<file path="src/rtl/arrow_judge_pkg.sv">
// Shared definitions for the arrow judge: game-state encodings, arrow codes,
// judge FSM states and the arrow-code to direction-mask decode.
package arrow_pkg;

    localparam int STATE_BITS = 1;

    localparam logic [1:0] STATE_GAME  = 2'd0;
    localparam logic [1:0] STATE_PAUSE = 2'd1;
    localparam logic [1:0] STATE_RESET = 2'd2;

    localparam logic [4:0] ARROW_U    = 5'd10;
    localparam logic [4:0] ARROW_D    = 5'd11;
    localparam logic [4:0] ARROW_L    = 5'd12;
    localparam logic [4:0] ARROW_R    = 5'd13;
    localparam logic [4:0] ARROW_UD   = 5'd14;
    localparam logic [4:0] ARROW_UL   = 5'd15;
    localparam logic [4:0] ARROW_UR   = 5'd16;
    localparam logic [4:0] ARROW_DL   = 5'd17;
    localparam logic [4:0] ARROW_DR   = 5'd18;
    localparam logic [4:0] ARROW_LR   = 5'd19;
    localparam logic [4:0] ARROW_NONE = 5'd20;

    typedef enum logic [1:0] {
        FSM_RUN  = 2'd0,
        FSM_HOLD = 2'd1,
        FSM_OVER = 2'd2
    } judge_fsm_t;

    // Mask bit order is {up, down, left, right}.
    function automatic logic [3:0] direction_mask(input logic [4:0] code);
        logic [3:0] m;
        case (code)
            ARROW_U:  m = 4'b1000;
            ARROW_D:  m = 4'b0100;
            ARROW_L:  m = 4'b0010;
            ARROW_R:  m = 4'b0001;
            ARROW_UD: m = 4'b1100;
            ARROW_UL: m = 4'b1010;
            ARROW_UR: m = 4'b1001;
            ARROW_DL: m = 4'b0110;
            ARROW_DR: m = 4'b0101;
            ARROW_LR: m = 4'b0011;
            default:  m = 4'b0000;
        endcase
        return m;
    endfunction

endpackage

</file>
<file path="src/rtl/arrow_judge_if.sv">
// Bundle of the arrow judge's game-side inputs and score/lives outputs.
interface arrow_judge_if #(
    parameter int STATE_BITS = 1
);
    logic                  metronome_clk;
    logic [STATE_BITS:0]   state;
    logic [4:0]            arrow3;
    logic                  btn_up;
    logic                  btn_down;
    logic                  btn_left;
    logic                  btn_right;
    logic [15:0]           score_bcd;
    logic [7:0]            combo;
    logic [2:0]            lives;
    logic                  hit_pulse;
    logic                  miss_pulse;
    logic                  game_over;

    modport master (
        output metronome_clk, state, arrow3, btn_up, btn_down, btn_left, btn_right,
        input  score_bcd, combo, lives, hit_pulse, miss_pulse, game_over
    );

    modport slave (
        input  metronome_clk, state, arrow3, btn_up, btn_down, btn_left, btn_right,
        output score_bcd, combo, lives, hit_pulse, miss_pulse, game_over
    );
endinterface

</file>
<file path="src/rtl/arrow_judge_bcd_score_counter.sv">
// Four-digit BCD accumulator: adds 1 or 2 per cycle, saturates at 9999,
// synchronous clear. Shared with the display path.
module bcd_score_counter (
    input  logic        clk,
    input  logic        rst_n,
    input  logic        clr,
    input  logic        add_one,
    input  logic        add_two,
    output logic [15:0] score
);
    logic [15:0] sum_s;
    logic        sat_s;

    // Ripple the increment through the digits; a carry out of the top digit saturates.
    always_comb begin
        logic [4:0] digit;
        logic [1:0] carry;
        sum_s = score;
        digit = 5'd0;
        if (add_two) begin
            carry = 2'd2;
        end else if (add_one) begin
            carry = 2'd1;
        end else begin
            carry = 2'd0;
        end
        for (int i = 0; i < 4; i++) begin
            digit = {1'b0, score[i*4 +: 4]} + {3'b000, carry};
            if (digit > 5'd9) begin
                sum_s[i*4 +: 4] = 4'(digit - 5'd10);
                carry           = 2'd1;
            end else begin
                sum_s[i*4 +: 4] = digit[3:0];
                carry           = 2'd0;
            end
        end
        sat_s = (carry != 2'd0);
    end

    // Score register.
    always_ff @(posedge clk) begin
        if (!rst_n) begin
            score <= 16'h0000;
        end else if (clr) begin
            score <= 16'h0000;
        end else if (sat_s) begin
            score <= 16'h9999;
        end else begin
            score <= sum_s;
        end
    end

endmodule

</file>
<file path="src/rtl/arrow_judge.sv">
// Judges the bottom arrow against button presses on each metronome beat and
// tracks score, combo and lives. Optional macro: ARROW_JUDGE_COMBO_EN.
module arrow_judge
    import arrow_pkg::*;
#(
    parameter int STATE_BITS  = arrow_pkg::STATE_BITS,
    parameter int START_LIVES = 3,
    parameter int COMBO_BONUS = 5
) (
    input  logic          clk,
    input  logic          rst_n,
    arrow_judge_if.slave  bus
);
    localparam logic [STATE_BITS:0] ST_GAME  = (STATE_BITS + 1)'(STATE_GAME);
    localparam logic [STATE_BITS:0] ST_RESET = (STATE_BITS + 1)'(STATE_RESET);
    localparam logic [2:0]          LIVES_INIT = 3'(START_LIVES);

    logic [2:0]  metro_sync_r;
    logic        tick_r;
    logic [3:0]  btn_meta_r, btn_sync_r, btn_prev_r, press_mask_r;
    logic [3:0]  edge_s, req_s;
    logic        st_game_s, st_reset_s, st_pause_s;
    logic        judge_en_s, hit_s, miss_s, bonus_s;
    logic [6:0]  combo_bin_s;
    logic [15:0] score_s;
    judge_fsm_t  fsm_r;
    logic [2:0]  lives_r;
    logic        hit_r, miss_r, over_r;

    assign st_game_s  = (bus.state == ST_GAME);
    assign st_reset_s = (bus.state == ST_RESET);
    assign st_pause_s = !st_game_s && !st_reset_s;
    assign edge_s     = btn_sync_r & ~btn_prev_r;

    // Metronome and button synchronisers; newest metronome sample enters at bit 2.
    always_ff @(posedge clk) begin
        if (!rst_n) begin
            metro_sync_r <= 3'b000;
            tick_r       <= 1'b0;
            btn_meta_r   <= 4'b0000;
            btn_sync_r   <= 4'b0000;
            btn_prev_r   <= 4'b0000;
        end else begin
            metro_sync_r <= {bus.metronome_clk, metro_sync_r[2:1]};
            tick_r       <= ~metro_sync_r[0] & metro_sync_r[1];
            btn_meta_r   <= {bus.btn_up, bus.btn_down, bus.btn_left, bus.btn_right};
            btn_sync_r   <= btn_meta_r;
            btn_prev_r   <= btn_sync_r;
        end
    end

    // Press mask: a press landing on the tick opens the next window.
    always_ff @(posedge clk) begin
        if (!rst_n) begin
            press_mask_r <= 4'b0000;
        end else if (st_reset_s || (fsm_r != FSM_RUN)) begin
            press_mask_r <= 4'b0000;
        end else if (tick_r) begin
            press_mask_r <= edge_s;
        end else begin
            press_mask_r <= press_mask_r | edge_s;
        end
    end

    // Beat judgement.
    always_comb begin
        req_s      = direction_mask(bus.arrow3);
        judge_en_s = tick_r && (fsm_r == FSM_RUN) && st_game_s;
        hit_s      = 1'b0;
        miss_s     = 1'b0;
        if (judge_en_s) begin
            hit_s  = (req_s != 4'b0000) && (press_mask_r == req_s);
            miss_s = !hit_s && ((req_s != 4'b0000) || (press_mask_r != 4'b0000));
        end else begin
            hit_s  = 1'b0;
            miss_s = 1'b0;
        end
    end

`ifdef ARROW_JUDGE_COMBO_EN
    localparam logic COMBO_EN = 1'b1;
    logic [7:0] combo_r;

    assign combo_bin_s = ({3'b000, combo_r[7:4]} * 7'd10) + {3'b000, combo_r[3:0]};
    assign bus.combo   = combo_r;

    // Two-digit BCD combo count, saturating at 99.
    always_ff @(posedge clk) begin
        if (!rst_n) begin
            combo_r <= 8'h00;
        end else if (st_reset_s || miss_s) begin
            combo_r <= 8'h00;
        end else if (hit_s && (combo_r != 8'h99)) begin
            if (combo_r[3:0] == 4'd9) begin
                combo_r <= {combo_r[7:4] + 4'd1, 4'd0};
            end else begin
                combo_r <= {combo_r[7:4], combo_r[3:0] + 4'd1};
            end
        end else begin
            combo_r <= combo_r;
        end
    end
`else
    localparam logic COMBO_EN = 1'b0;
    assign combo_bin_s = 7'd0;
    assign bus.combo   = 8'h00;
`endif

    assign bonus_s = COMBO_EN && (combo_bin_s >= 7'(COMBO_BONUS));

    bcd_score_counter u_score (
        .clk     (clk),
        .rst_n   (rst_n),
        .clr     (st_reset_s),
        .add_one (hit_s && !bonus_s),
        .add_two (hit_s && bonus_s),
        .score   (score_s)
    );

    // Game FSM with lives, pulses and game_over.
    always_ff @(posedge clk) begin
        if (!rst_n || st_reset_s) begin
            fsm_r   <= FSM_RUN;
            lives_r <= LIVES_INIT;
            hit_r   <= 1'b0;
            miss_r  <= 1'b0;
            over_r  <= 1'b0;
        end else begin
            hit_r  <= 1'b0;
            miss_r <= 1'b0;
            case (fsm_r)
                FSM_RUN: begin
                    hit_r  <= hit_s;
                    miss_r <= miss_s;
                    if (miss_s) begin
                        lives_r <= lives_r - 3'd1;
                        if (lives_r == 3'd1) begin
                            fsm_r  <= FSM_OVER;
                            over_r <= 1'b1;
                        end else begin
                            fsm_r <= FSM_RUN;
                        end
                    end else if (st_pause_s) begin
                        fsm_r <= FSM_HOLD;
                    end else begin
                        fsm_r <= FSM_RUN;
                    end
                end
                FSM_HOLD: begin
                    if (st_game_s) begin
                        fsm_r <= FSM_RUN;
                    end else begin
                        fsm_r <= FSM_HOLD;
                    end
                end
                FSM_OVER: begin
                    fsm_r <= FSM_OVER;
                end
                default: begin
                    fsm_r <= FSM_RUN;
                end
            endcase
        end
    end

    assign bus.score_bcd  = score_s;
    assign bus.lives      = lives_r;
    assign bus.hit_pulse  = hit_r;
    assign bus.miss_pulse = miss_r;
    assign bus.game_over  = over_r;

endmodule

</file>
<file path="src/flat_wrapper.sv">
// flat-port wrapper written by rule: the top's interface ports become plain ports
module arrow_judge_flat import arrow_pkg::*;
#(
    parameter int STATE_BITS  = arrow_pkg::STATE_BITS,
    parameter int START_LIVES = 3,
    parameter int COMBO_BONUS = 5
)
  (clk, rst_n, bus_metronome_clk, bus_state, bus_arrow3, bus_btn_up, bus_btn_down, bus_btn_left, bus_btn_right, bus_score_bcd, bus_combo, bus_lives, bus_hit_pulse, bus_miss_pulse, bus_game_over);
  arrow_judge_if #(.STATE_BITS(STATE_BITS)) bus_i ();
  input  logic clk;
  input  logic rst_n;
  input wire logic [$bits(bus_i.metronome_clk)-1:0] bus_metronome_clk;
  input wire logic [$bits(bus_i.state)-1:0] bus_state;
  input wire logic [$bits(bus_i.arrow3)-1:0] bus_arrow3;
  input wire logic [$bits(bus_i.btn_up)-1:0] bus_btn_up;
  input wire logic [$bits(bus_i.btn_down)-1:0] bus_btn_down;
  input wire logic [$bits(bus_i.btn_left)-1:0] bus_btn_left;
  input wire logic [$bits(bus_i.btn_right)-1:0] bus_btn_right;
  output wire logic [$bits(bus_i.score_bcd)-1:0] bus_score_bcd;
  output wire logic [$bits(bus_i.combo)-1:0] bus_combo;
  output wire logic [$bits(bus_i.lives)-1:0] bus_lives;
  output wire logic [$bits(bus_i.hit_pulse)-1:0] bus_hit_pulse;
  output wire logic [$bits(bus_i.miss_pulse)-1:0] bus_miss_pulse;
  output wire logic [$bits(bus_i.game_over)-1:0] bus_game_over;
  assign bus_i.metronome_clk = bus_metronome_clk;
  assign bus_i.state = bus_state;
  assign bus_i.arrow3 = bus_arrow3;
  assign bus_i.btn_up = bus_btn_up;
  assign bus_i.btn_down = bus_btn_down;
  assign bus_i.btn_left = bus_btn_left;
  assign bus_i.btn_right = bus_btn_right;
  assign bus_score_bcd = bus_i.score_bcd;
  assign bus_combo = bus_i.combo;
  assign bus_lives = bus_i.lives;
  assign bus_hit_pulse = bus_i.hit_pulse;
  assign bus_miss_pulse = bus_i.miss_pulse;
  assign bus_game_over = bus_i.game_over;
  arrow_judge #(.STATE_BITS(STATE_BITS), .START_LIVES(START_LIVES), .COMBO_BONUS(COMBO_BONUS)) u_core (.clk(clk), .rst_n(rst_n), .bus(bus_i));
endmodule
</file>
<file path="config.mk">
export PLATFORM = sky130hd
export DESIGN_NAME = arrow_judge_flat
export DESIGN_NICKNAME = d
export VERILOG_FILES = /design/src/rtl/arrow_judge_pkg.sv /design/src/rtl/arrow_judge_if.sv /design/src/rtl/arrow_judge_bcd_score_counter.sv /design/src/rtl/arrow_judge.sv /design/src/flat_wrapper.sv
export SDC_FILE = /design/constraint.sdc
export NUM_CORES = 1
export LEC_CHECK = 0
export CORE_UTILIZATION = 45
export CTS_CLUSTER_DIAMETER = 100
export DETAILED_ROUTE_END_ITERATION = 6
export PLACE_DENSITY = 0.74
export SYNTH_ARGS = -nofsm -noshare
export SYNTH_HDL_FRONTEND = slang
export SYNTH_SLANG_ARGS = --single-unit
export TNS_END_PERCENT = 100
</file>
<file path="constraint.sdc">
create_clock -name clk -period 7.65 [get_ports clk]
set_clock_uncertainty 0.05 [all_clocks]
set_input_delay 0.765 -clock clk [delete_from_list [all_inputs] [get_ports clk]]
set_output_delay 0.765 -clock clk [all_outputs]
set_load 0.005 [all_outputs]
</file>
# ---- After elaboration in Yosys (flattened, before gate mapping)
# Memories as Yosys holds them, arrays and structs flattened.
# Cells that the tools add are included.
# Widths: inputs -> output; s select.
dict set report word_totals {
  register_bits 44
  mem_bits_ro 128
  inputBits 14
  output_inout_bits 30
  wordCells 81
  memories 1
}
dict set report op_classes {
  addsub 9
  n_lt_le_gt_ge 4
  eq_ne 5
  mux 18
  n_bitwise 7
  reduce_logical 24
}
# name words word_bits read_ports rd_clocked_by_memory_dff wr line_no
set mem_list {}
lappend mem_list {{(no name shown)} 32 4 1 0 0 arrow_judge_pkg.sv:32} ;# case (code)
# operator count
set ops {}
lappend ops {{$add 4x1->5} 4}
lappend ops {{$gt 5x4->1 const B} 4}
lappend ops {{$mux 4} 5}
lappend ops {{$mux 16} 1}
lappend ops {{$sub 4x4->4 const B} 4}
lappend ops {{$mux 1} 9}
lappend ops {{$reduce_bool 4->1} 2}
lappend ops {{$pmux 2 s3} 1}
lappend ops {{$reduce_or 2->1} 3}
lappend ops {{$logic_and 1x1->1} 5}
lappend ops {{$and 4x4->4} 1}
lappend ops {{$eq 2x2->1 const B} 2}
lappend ops {{$eq 4x4->1} 1}
lappend ops {{$logic_not 1->1} 4}
lappend ops {{$logic_not 2->1} 2}
lappend ops {{$mux 2} 2}
lappend ops {{$not 4->4} 1}
lappend ops {{$or 4x4->4} 1}
lappend ops {{$reduce_bool 2->1} 2}
lappend ops {{$eq 3x1->1 const B} 1}
lappend ops {{$logic_or 1x1->1} 3}
lappend ops {{$not 1->1} 3}
lappend ops {{$reduce_and 3->1} 1}
lappend ops {{$reduce_or 3->1} 1}
lappend ops {{other kinds (4)} 4}

# ---- Logic depth before layout (Yosys ltp)
dict set report logic_depth {
  word_depth 19
  depth_mapped 40
  ltp_nobuf 40
}

# ---- Modules after synthesis
# Synthesis repeated with hierarchy kept, for this count alone.
dict set report unflattened {
  cells_unflattened 254
  hier_area_um2 2431.1
}
# mod instances cells_each area_per_inst_um2 seq_area_each_um2
set modules_own_cells {}
lappend modules_own_cells {arrow_judge 1 131 1292.5 560.5}
lappend modules_own_cells {bcd_score_counter 1 123 1138.6 320.3}

# ---- Worst setup path after synthesis
# Ideal clock, no wire load.
dict set report synth_timing {
  kind {input-to-reg}
  from {input port bus_arrow3[0]}
  to {register u_core.u_score.score[10]}
  setup_time_ps 121
  arrival_time_ps 7662
  t_required_ps 7479
  setup_slack_ps -183
  stages 40
  n_path_buf 0
  path_cell_list {inv_1 -> ha_1 -> mux2_4 -> a221o_1 -> a311oi_4 -> nand2_1 -> nor3_1 -> ha_1 -> ha_1 -> xnor2_1 -> ha_1 -> nor2b_1 -> nor2b_1 -> o32a_1 -> inv_1 -> ha_1 -> ha_1 -> xnor2_1 -> [... 4 more ...] -> inv_1 -> ha_1 -> ha_1 -> xnor2_1 -> ha_1 -> nor2b_1 -> nor2b_1 -> o32a_1 -> inv_1 -> ha_1 -> ha_1 -> xnor2_1 -> ha_1 -> nor2b_1 -> a31o_2 -> a21o_1 -> nand2_1 -> nor2_1}
}
dict set report synth_via {
  elab_chain_len 19
  word_cells_on_any_way 22
  cone_classes {5 x add/sub; 4 x order compare; 1 x eq/ne; 7 x mux; 4 x reduce/logical; 1 x memory}
}
# item line_no
set synth_rtl {}
lappend synth_rtl {{start: declaration} flat_wrapper.sv:14} ;# input wire logic [$bits(bus_i.arrow3)-1:0] bus_arrow3;
lappend synth_rtl {{$mem_v2 32x4 (*)} --}
lappend synth_rtl {{$eq 4x4->1 / $reduce_bool 4->1 (equally long branches)} arrow_judge.sv:72} ;# hit_s = (req_s != 4'b0000) && (press_mask_r == req_s);
lappend synth_rtl {{$logic_and 1x1->1 (*)} arrow_judge.sv:72}
lappend synth_rtl {{$mux 1 (*)} arrow_judge.sv:71} ;# if (judge_en_s) begin
lappend synth_rtl {{net u_core.hit_s} arrow_judge.sv:23} ;# logic judge_en_s, hit_s, miss_s, bonus_s;
lappend synth_rtl {{$mux 1 (*)} arrow_judge_bcd_score_counter.sv:22} ;# end else if (add_one) begin
lappend synth_rtl {{$add 4x1->5 (*)} arrow_judge_bcd_score_counter.sv:28} ;# digit = {1'b0, score[i*4 +: 4]} + {3'b000, carry};
lappend synth_rtl {{$gt 5x4->1 (*)} arrow_judge_bcd_score_counter.sv:29} ;# if (digit > 5'd9) begin
lappend synth_rtl {{[... 4 more ...]} --}
lappend synth_rtl {{$add 4x1->5 (*)} arrow_judge_bcd_score_counter.sv:28}
lappend synth_rtl {{$gt 5x4->1} arrow_judge_bcd_score_counter.sv:29}
lappend synth_rtl {{$mux 1} arrow_judge_bcd_score_counter.sv:29}
lappend synth_rtl {{$add 4x1->5} arrow_judge_bcd_score_counter.sv:28}
lappend synth_rtl {{$gt 5x4->1} arrow_judge_bcd_score_counter.sv:29}
lappend synth_rtl {{$mux 1} arrow_judge_bcd_score_counter.sv:29}
lappend synth_rtl {{$reduce_bool 2->1} arrow_judge_bcd_score_counter.sv:37} ;# sat_s = (carry != 2'd0);
lappend synth_rtl {{$reduce_or 3->1 (no line)} --}
lappend synth_rtl {{end signal: assignment} arrow_judge_bcd_score_counter.sv:49} ;# score <= sum_s;
lappend synth_rtl {{end: declaration} arrow_judge_bcd_score_counter.sv:9} ;# output logic [15:0] score
# The timed path passes the listed nets; every way through them passes the cells marked *.
# A chain may end at the register's enable or synchronous reset.

# ---- Worst setup path in the final report
dict set report layout_timing {
  from {input port bus_arrow3[3]}
  to {register u_core.u_score.score[2]}
}
dict set report layout_via {
  elab_chain_len 19
  word_cells_on_any_way 22
  cone_classes {5 x add/sub; 4 x order compare; 1 x eq/ne; 7 x mux; 4 x reduce/logical; 1 x memory}
}
# item line_no
set layout_rtl {}
lappend layout_rtl {{$mem_v2 32x4 (*)} --}
lappend layout_rtl {{$eq 4x4->1 / $reduce_bool 4->1 (equally long branches)} arrow_judge.sv:72}
lappend layout_rtl {{$logic_and 1x1->1 (*)} arrow_judge.sv:72}
lappend layout_rtl {{$mux 1 (*)} arrow_judge.sv:71}
lappend layout_rtl {{net u_core.hit_s} arrow_judge.sv:23}
lappend layout_rtl {{$mux 1 (*)} arrow_judge_bcd_score_counter.sv:22}
lappend layout_rtl {{$add 4x1->5 (*)} arrow_judge_bcd_score_counter.sv:28}
lappend layout_rtl {{$gt 5x4->1} arrow_judge_bcd_score_counter.sv:29}
lappend layout_rtl {{[... 4 more ...]} --}
lappend layout_rtl {{$add 4x1->5} arrow_judge_bcd_score_counter.sv:28}
lappend layout_rtl {{$gt 5x4->1} arrow_judge_bcd_score_counter.sv:29}
lappend layout_rtl {{$mux 1} arrow_judge_bcd_score_counter.sv:29}
lappend layout_rtl {{$add 4x1->5} arrow_judge_bcd_score_counter.sv:28}
lappend layout_rtl {{$gt 5x4->1} arrow_judge_bcd_score_counter.sv:29}
lappend layout_rtl {{$mux 1} arrow_judge_bcd_score_counter.sv:29}
lappend layout_rtl {{$reduce_bool 2->1} arrow_judge_bcd_score_counter.sv:37}
lappend layout_rtl {{$reduce_or 3->1 (no line)} --}
# Marked as above.

==> flow_summary.ini <==
[setup_path]
path_common_cell = ha_4
reg2reg_setup_slack_ns = 1.10
worstPathArrival_ns = 7.54
crit_path_end = u_core.u_score.score[2]
cp_slowest_cell = or4b_4
r2r_start = u_core.press_mask_r[3]
crit_family = adder cells
critPathMaxStageDelay_ns = 0.54
crit_fanout = 8
start_kind = primary input
startpoint = bus_arrow3[3]
critical_path_required_ns = 7.80
end_kind = register
worstSetupPathType = primary input to register
worst-path-buf-inv = 5
r2r_cells = 37
timing.rr.end = u_core.u_score.score[2]
crit_cells = 39

[die]
die_area_sq_mm = 0.005274
die-height_um = 72.63
die_width_um = 72.63
core-area_sq_mm = 0.004755
rows = 25
pin_count = 44
initial_core_util = 0.4721

[power_and_ir_drop]
peakVddDrop_uv = 143.0
power_uw = 434.5
leakagePower_uw = 0.001386
power_density_mw_per_mm2 = 128.6

[layout]
layout-drive-gt1-share = 0.3223
nNetsFinal = 364
final_cells = 399
num_antenna_cells = 0
area_growth_pct = 50.50
final_cell_area_sq_mm = 0.003378
finish.utilization = 0.7105

[sta]
layout_setup_ws_ns = 0.2581
setup_viol = 0
worstMarginPinSlew_ns = 1.143
fin_crit_ns = 7.392
max-slew-margin-rel = 0.2329
hold_violations = 0
fmax_mhz = 135.3
min_period_over_period = 0.9663
slew_violations = 0

[placed_design]
place_ws_ns = -0.9477
gp_congestion = 0.8296
postPlaceCellArea_sq_mm = 0.002985
port_buffers = 35
hpwl_um = 3509
place_inst = 384

[global_route]
grt_pass1_wl_um = 8300
grt_usage = 0.2002
overflow = 0
grt_max_degree = 19
grt_pass1_vias = 1903
grt_antenna_before_repair = 0

[synthesis]
netlist_top_cells_area = dfxtp_1 (39%), ha_1 (11%), and2_1 (4.7%)
synth_top_area_share = 0.3924
synth_seq_cells = 44
ys_async_sr_fraction = 0
seq_area_frac_synth = 0.3924
ys.flop_type = dfxtp_1
ys_top_cells_by_count = dfxtp_1 (44), nor2_1 (23), ha_1 (19), and2_1 (17)
netlist_area_sq_mm = 0.002245
synth.distinct_cells = 44
post_synth.cell_area_avg_sq_um = 9.353
yosys.area.top_type = dfxtp_1
synth_edf_count = 0
yosys.cell_count.top_type = dfxtp_1
synth-warning-count = 0
synthCells = 240

[detailed_routing]
drc = 0
drt_iter0_drc = 49
via_per_inst = 4.952
wl_per_cell_um = 12.77
vias = 1976
totalWireLength_um = 5097
ant_nets = 0
drt-pass1-iter-count = 4

[run]
cap_violations = 0

[min_path]
hp-class = register to register

[clock_tree]
cts_buffers = 5
clock_latency_ns = 0.31
clkTransAtPathRegs_ns = 0.09
clk_path_buf_depth = 2
cts_tree = yes
root_buffer = clkbuf_8
h-tree-depth = 2
cts_hold_buf = 0
cts.sinks = 44

[run_status]
outcome = finished clean
-- stage by stage --
stage               setup TNS [ns]  hold WS (ns)
floorplan                        0        0.3174
global placement            -8.175        0.3222
detailed placement          -13.41        0.3482
CTS                              0        0.3619
global route               -0.3938        0.3955
finish                           0        0.3524
-- repair_timing --
item,4_1_cts,5_1_grt
pin swaps,11,15
resized for setup,34,20
setup endpoints to repair,16,16
setup buffers,3,5
-- routing by layer --
layer  routed length (um)  vias up  part of all wire  global-route usage
met5                    0        -                 0                   0
met4                   85        0             0.017             0.06536
met3                  120        9             0.024             0.03039
met2                 2629       45              0.52              0.3572
met1                 2262      933              0.44              0.2463
li1                     -      989                 -                   -
-- state kept, by name, indices dropped and copies added (netlist names) --
register,flops
u_core.btn_meta_r,4
u_core.btn_prev_r,4
u_core.btn_sync_r,4
u_core.bus.game_over,1
u_core.bus.hit_pulse,1
u_core.bus.lives,3
u_core.bus.miss_pulse,1
u_core.fsm_r,2
u_core.metro_sync_r,3
u_core.press_mask_r,4
u_core.tick_r,1
u_core.u_score.score,16
-- placed cells by master, fill, tap and decap left out, drive strengths merged, types with 4 or more instances in the layout --
| master | Yosys | routed |
|---|---|---|
| buf | 8 | 52 |
| dfxtp | 44 | 44 |
| clkdlybuf4s50 | 0 | 31 |
| nor2 | 23 | 23 |
| ha | 19 | 19 |
| and2 | 17 | 17 |
| inv | 14 | 16 |
| nand2b | 14 | 14 |
| nand2 | 12 | 12 |
| a21oi | 10 | 10 |
| nor2b | 9 | 9 |
| conb | 1 | 8 |
| nand3 | 7 | 7 |
| clkbuf | 2 | 7 |
| xnor2 | 7 | 7 |
| and3 | 5 | 5 |
| o21ai | 5 | 5 |
| xor2 | 4 | 4 |
| mux2i | 4 | 4 |
-- report_power, final --
group          internal [uW]  total [uW]  switching, uW
Combinational           24.5        44.9           20.5
Sequential               233         235           1.92
Clock                   67.2         155           87.4
Total                    325         434            110
-- worst min-delay path by stage --
stage | end | slack [ns] | start | cells after the start
final | u_core.tick_r | 0.35 | u_core.metro_sync_r[0] | 1
after global routing | u_core.tick_r | 0.40 | u_core.metro_sync_r[0] | 1
after CTS | u_core.tick_r | 0.36 | u_core.metro_sync_r[0] | 1
after detailed placement | u_core.tick_r | 0.35 | u_core.metro_sync_r[0] | 1
after global placement | u_core.tick_r | 0.32 | u_core.metro_sync_r[0] | 1
after floorplan | u_core.tick_r | 0.32 | u_core.metro_sync_r[0] | 1
-- cell type report --
| class | count | area [sq um] |
|---|---|---|
| clock inverter | 3 | 26.28 |
| timing repair buffer | 87 | 735.7 |
| multi-input combinational | 179 | 1530 |
| sequential | 44 | 880.8 |
| fill | 381 | 1376 |
| inverter | 14 | 52.55 |
| clock buffer | 5 | 68.82 |
| tap | 67 | 83.83 |
-- cells by family (layout without fill, tap and decap cells) --
kind of cell | Yosys count | in the layout | synth area share
other | 1 | 8 | 0.001671
DFF | 44 | 44 | 0.3924
xor gates and xnor gates | 11 | 11 | 0.04292
adders and majority gates | 19 | 19 | 0.1059
AOI/OAI and AO/OA | 36 | 36 | 0.1232
buffers and inverters | 24 | 109 | 0.05351
muxes | 7 | 7 | 0.03456
and+or+nand+nor | 98 | 98 | 0.2458
-- worst reg2reg max path: cells and delay by family, from the launching register on --
family | cells | cell delay, ns
xor gates and xnor gates | 4 | 0.49
DFF | 1 | 0.35
adders and majority gates | 12 | 2.13
AOI/OAI and AO/OA | 7 | 1.85
and+or+nand+nor | 10 | 1.29
buffers and inverters | 4 | 0.31
No activity file was read; power rests on OpenSTA's default activity.
